**config.mk**
```make
export PLATFORM = sky130hd
export DESIGN_NAME = jk_excite_counter_flat
export DESIGN_NICKNAME = d
export VERILOG_FILES = /design/src/rtl/jk_excite_counter_if.sv /design/src/rtl/jk_excite_counter.sv /design/src/flat_wrapper.sv
export SDC_FILE = /design/constraint.sdc
export NUM_CORES = 1
export LEC_CHECK = 0
export ABC_CLOCK_PERIOD_IN_PS = 2100
export BUFFER_PORTS_ARGS = -buffer_cell sky130_fd_sc_hd__buf_2
export CORE_MARGIN = 4
export CORE_UTILIZATION = 47
export DETAILED_ROUTE_END_ITERATION = 8
export PLACE_DENSITY = 0.8
export SLEW_MARGIN = 15
export SYNTH_ARGS = -nofsm -noshare
export SYNTH_HDL_FRONTEND = slang
export SYNTH_SLANG_ARGS = --single-unit
```
**constraint.sdc**
```tcl
create_clock -name clk -period 2.1 [get_ports clk]
set_input_delay 0.105 -clock clk [delete_from_list [all_inputs] [get_ports clk]]
set_output_delay 0.105 -clock clk [all_outputs]
set_load 0.05 [all_outputs]
```
**src/rtl/jk_excite_counter_if.sv**
```systemverilog
// rtl/jk_excite_counter_if.sv - control and JK bank signal bundle for jk_excite_counter
//
// Purpose: groups the control inputs, the JK excitation to the external bank,
// the bank Q feedback and the status outputs of jk_excite_counter.
// Signals:
//   en, clr, mode, load_val : control from the driving logic
//   q_ext                   : Q fed back from the external ff_jk bank
//   q, j, k                 : shadow count and excitation for the next edge
//   tc, armed, err          : wrap pulse, checking-active, sticky mismatch
// Modports: master = control/bank side, slave = the counter.
interface jk_excite_counter_if #(
  parameter int WIDTH = 4
);
  logic             en;
  logic             clr;
  logic [1:0]       mode;
  logic [WIDTH-1:0] load_val;
  logic [WIDTH-1:0] q_ext;
  logic [WIDTH-1:0] q;
  logic [WIDTH-1:0] j;
  logic [WIDTH-1:0] k;
  logic             tc;
  logic             armed;
  logic             err;

  modport master (
    output en, clr, mode, load_val, q_ext,
    input  q, j, k, tc, armed, err
  );

  modport slave (
    input  en, clr, mode, load_val, q_ext,
    output q, j, k, tc, armed, err
  );
endinterface

```
**src/rtl/jk_excite_counter.sv**
```systemverilog
// rtl/jk_excite_counter.sv - modulo-(MAX+1) up/down/load counter producing JK excitation
//
// Purpose: keeps a shadow count, drives J/K for an external reset-less ff_jk
// bank so that the bank follows the count, and checks the bank's Q against
// the shadow once the bank has been forced to a known value.
// Ports:
//   clk   : clock, posedge active
//   res_n : asynchronous active-low reset
//   bus   : jk_excite_counter_if slave (en, clr, mode, load_val, q_ext in;
//           q, j, k, tc, armed, err out)
module jk_excite_counter #(
  parameter int WIDTH = 4,
  parameter int MAX   = 2**WIDTH-1
) (
  input  logic                 clk,
  input  logic                 res_n,
  jk_excite_counter_if.slave   bus
);
  localparam logic [WIDTH-1:0] MAX_V = WIDTH'(MAX);
  localparam logic [WIDTH-1:0] ONE   = WIDTH'(1);

  localparam logic [1:0] MODE_UP   = 2'b01;
  localparam logic [1:0] MODE_DOWN = 2'b10;
  localparam logic [1:0] MODE_LOAD = 2'b11;

  logic [WIDTH-1:0] q_q, q_d;
  logic             tc_q, tc_d;
  logic             armed_q, armed_d;
  logic             err_q, err_d;

  logic [WIDTH-1:0] n_c;
  logic [WIDTH-1:0] j_c, k_c;
  logic             forcing_c;
  logic             wrap_c;

  always_comb begin
    n_c       = q_q;
    wrap_c    = 1'b0;
    forcing_c = bus.clr | (bus.en & (bus.mode == MODE_LOAD));

    if (bus.clr) begin
      n_c = '0;
    end else if (bus.en) begin
      case (bus.mode)
        MODE_UP: begin
          wrap_c = (q_q == MAX_V);
          n_c    = wrap_c ? '0 : q_q + ONE;
        end
        MODE_DOWN: begin
          wrap_c = (q_q == '0);
          n_c    = wrap_c ? MAX_V : q_q - ONE;
        end
        MODE_LOAD: n_c = (bus.load_val > MAX_V) ? MAX_V : bus.load_val;
        default:   n_c = q_q;
      endcase
    end

    // Forcing drives set/reset on every bit so the bank lands on N whatever
    // it held before; otherwise only changing bits are excited, which never
    // produces j=k=1.
    if (forcing_c) begin
      j_c = n_c;
      k_c = ~n_c;
    end else begin
      j_c = n_c & ~q_q;
      k_c = ~n_c & q_q;
    end

    // Shadow follows the same JK rule the bank applies.
    q_d     = (j_c & ~q_q) | (~k_c & q_q);
    tc_d    = wrap_c;
    armed_d = armed_q | forcing_c;

    err_d = err_q;
    if (bus.clr) begin
      err_d = 1'b0;
    end else if (armed_q && (bus.q_ext != q_q)) begin
      err_d = 1'b1;
    end
  end

  always_ff @(posedge clk or negedge res_n) begin
    if (!res_n) begin
      q_q     <= '0;
      tc_q    <= 1'b0;
      armed_q <= 1'b0;
      err_q   <= 1'b0;
    end else begin
      q_q     <= q_d;
      tc_q    <= tc_d;
      armed_q <= armed_d;
      err_q   <= err_d;
    end
  end

  assign bus.q     = q_q;
  assign bus.j     = j_c;
  assign bus.k     = k_c;
  assign bus.tc    = tc_q;
  assign bus.armed = armed_q;
  assign bus.err   = err_q;
endmodule

```
**src/flat_wrapper.sv**
```systemverilog
// flat-port wrapper written by rule: the top's interface ports become plain ports
module jk_excite_counter_flat 
#(
  parameter int WIDTH = 4,
  parameter int MAX   = 2**WIDTH-1
)
  (clk, res_n, bus_en, bus_clr, bus_mode, bus_load_val, bus_q_ext, bus_q, bus_j, bus_k, bus_tc, bus_armed, bus_err);
  jk_excite_counter_if #(.WIDTH(WIDTH)) bus_i ();
  input  logic clk;
  input  logic res_n;
  input wire logic [$bits(bus_i.en)-1:0] bus_en;
  input wire logic [$bits(bus_i.clr)-1:0] bus_clr;
  input wire logic [$bits(bus_i.mode)-1:0] bus_mode;
  input wire logic [$bits(bus_i.load_val)-1:0] bus_load_val;
  input wire logic [$bits(bus_i.q_ext)-1:0] bus_q_ext;
  output wire logic [$bits(bus_i.q)-1:0] bus_q;
  output wire logic [$bits(bus_i.j)-1:0] bus_j;
  output wire logic [$bits(bus_i.k)-1:0] bus_k;
  output wire logic [$bits(bus_i.tc)-1:0] bus_tc;
  output wire logic [$bits(bus_i.armed)-1:0] bus_armed;
  output wire logic [$bits(bus_i.err)-1:0] bus_err;
  assign bus_i.en = bus_en;
  assign bus_i.clr = bus_clr;
  assign bus_i.mode = bus_mode;
  assign bus_i.load_val = bus_load_val;
  assign bus_i.q_ext = bus_q_ext;
  assign bus_q = bus_i.q;
  assign bus_j = bus_i.j;
  assign bus_k = bus_i.k;
  assign bus_tc = bus_i.tc;
  assign bus_armed = bus_i.armed;
  assign bus_err = bus_i.err;
  jk_excite_counter #(.WIDTH(WIDTH), .MAX(MAX)) u_core (.clk(clk), .res_n(res_n), .bus(bus_i));
endmodule
```
==> results_dict.tcl <==
set metrics [dict create \
    status "complete, no violations" \
    die_h_um 47.36 \
    dp_hpwl_um 1499 \
    insertion_delay_ns 0.26 \
    overflow 0 \
    rows 13 \
    area_growth_pct 48.80 \
    root_buffer "clkbuf_4" \
    crit_start "u_core.bus.q[1]" \
    grt_pass1_vias 758 \
    leakagePower_nw 0.5155 \
    grt_max_degree 14 \
    synthCells 86 \
    crit_required_ns 2.00 \
    h-tree-depth 1 \
    synth_cell_types 33 \
    crit_fanout 5 \
    viasPerCell 6.193 \
    grt_use_total_pct 22.39 \
    synth-seq-cells 7 \
    relSlewSlack_pct 64.52 \
    period_minus_slack_ns 2.075 \
    wl_per_cell_um 16.69 \
    synth_area_leaders "dfrtp_1, ha_1, a21oi_1" \
    first_pass_iters 5 \
    power_density_nw_per_um2 557.3 \
    numCtsBuffers 3 \
    antenna_found_initial 0 \
    hold_path_class "in2reg" \
    utilization_pct 78.37 \
    num_vias 867 \
    cp-start-kind "flop" \
    ant_nets 0 \
    clk_pin_slew_worst_paths_ns 0.06 \
    skew_ns 0.003010 \
    diodes 0 \
    yosys_warnings 0 \
    crit_path_end_kind "primary output" \
    drive_above_1_share_pct 49.60 \
    drv_slew 0 \
    die_width_um 47.36 \
    core_area_um2 1383 \
    wl_um 2336 \
    synthesis.nets 106 \
    rsz0062_at_grt "yes" \
    rr_startpoint "u_core.bus.q[0]" \
    synth.avg_cell_area_um2 8.467 \
    clk_path_buf_depth 2 \
    vdd_drop_max_mv 0.3640 \
    tightest_slew_ns 0.5322 \
    fin_setup_tns_ns 0 \
    io_pins 29 \
    die_area_um2 2243 \
    setup_viol 0 \
    synth_area_leader_cell "dfrtp_1" \
    cts_tree "done" \
    ys.flop_type "dfrtp_1" \
    drtIter0Drc 67 \
    cap_violations 0 \
    io_buffers 28 \
    path_class "reg2out" \
    netlist_area_um2 728.2 \
    synth-edff-count 0 \
    worst_ep_arrival_time_ns 1.97 \
    start_util_pct 52.67 \
    hp-start "bus_en" \
    max_freq_mhz 482.0 \
    fin_nets 146 \
    clock_sinks 7 \
    hold_violations 0 \
    globalplace.congestion 0.8004 \
    async_flop_share_pct 100.0 \
    drc 0 \
    min_period_over_period_pct 98.80 \
    synth_seq_area_share_pct 24.05 \
    synth_top_area_share_pct 24.05 \
    grt_pass1_wl_um 3498 \
]
## power by group
group          switching [mW]  total [mW]  internal [mW]  leakage (nW)
Combinational           0.189       0.312          0.123         0.419
Clock                  0.0555       0.128         0.0729        0.0150
Sequential             0.0200       0.163          0.143        0.0817
## metal layers
| layer | GRT usage (%) | up-vias | wire length [um] |
|---|---|---|---|
| met4 | 9.945 | 0 | 121 |
| met5 | 0 | - | 0 |
| met3 | 3.065 | 16 | 214 |
| li1 | - | 387 | - |
| met1 | 28.02 | 393 | 880 |
| met2 | 37.70 | 71 | 1120 |
## stage by stage
stage          cell area, um2  power [mW]  setup slack (ns)  instances  hold WS, ns
6_report                 1084      0.6039           0.02518        140       0.1566
3_5_place_dp            933.4      0.4265            0.1452        126     -0.05353
2_1_floorplan           790.8      0.3672          -0.05816         86      -0.1906
3_3_place_gp            933.4      0.4215            0.1661        126     -0.05817
5_1_grt                  1084      0.6339          -0.04275        140       0.1731
4_1_cts                  1031      0.5851          -0.01222        136       0.1292
## sequential cells by signal, indices dropped and copies added, names as in the netlist
name and flops:
u_core.bus.q 4, u_core.bus.armed 1, u_core.bus.tc 1, u_core.bus.err 1
## Yosys cell counts (4+ instances only)
| cell | count |
|---|---|
| a21oi_1 | 11 |
| inv_1 | 9 |
| dfrtp_1 | 7 |
| ha_1 | 6 |
| nand2b_1 | 5 |
| nor2_1 | 5 |
| nand2_1 | 4 |
| xnor2_1 | 4 |
## critical path: stages, from the launching register on
cell and delay [ns]:
dfrtp_2 0.46, buf_6 0.14, and2_4 0.12, o311a_1 0.31
o221a_4 0.24, o31a_1 0.29, buf_6 0.15
## cells by family (layout without fill, tap and decap cells)
group | count (synthesis) | after routing | synth area share (%)
AOI/OAI and AO/OA | 27 | 27 | 30.24
and+or+nand+nor | 25 | 25 | 18.73
buffers and inverters | 15 | 54 | 9.449
DFF | 7 | 7 | 24.06
adders and majority gates | 6 | 6 | 10.31
xor gates and xnor gates | 6 | 6 | 7.216
## timing repair
action                     CTS  global route
resized for setup            9             6
buffers inserted             5             4
setup endpoints to repair    4             5
hold endpoints to repair     7             0
pin swaps                    2             5
hold buffers                 1             0
## cells in the final DEF (no fill, tap or decap), drive strengths merged
master,instances
o32ai,1
xnor2,4
nand2b,5
a2111oi,1
a222oi,2
nand2,4
o311a,1
and2,1
a311o,1
nor2,5
a211oi,1
o31ai,1
nand4b,2
dfrtp,7
a21oi,11
inv,10
o221a,1
ha,6
nor2b,2
xor2,2
nor3,2
dlygate4sd3,1
nand4,2
o21bai,1
buf,38
o211ai,1
a22oi,2
nand3,2
a21boi,2
o31a,1
clkbuf,5
## layout make-up
type	instances	area, um2
fill	100	299.0
clock buffer	4	26.28
inverter	10	42.54
timing repair buffer	40	264.0
multi-input combinational	64	551.8
tap	15	18.77
sequential	7	180.2
## final timing paths
path	endpoint	slack [ns]	cells after the start
setup / recovery	bus_k[3]	0.03	6
hold / removal	u_core.bus.tc	0.16	3
setup reg to reg	u_core.bus.q[2]	0.53	5
hold reg to reg	u_core.bus.armed	0.49	1
max in group asynchronous	u_core.bus.q[3]	1.70	2
min in group asynchronous	u_core.bus.q[1]	0.23	2
Power figures use the tool's default switching activity.
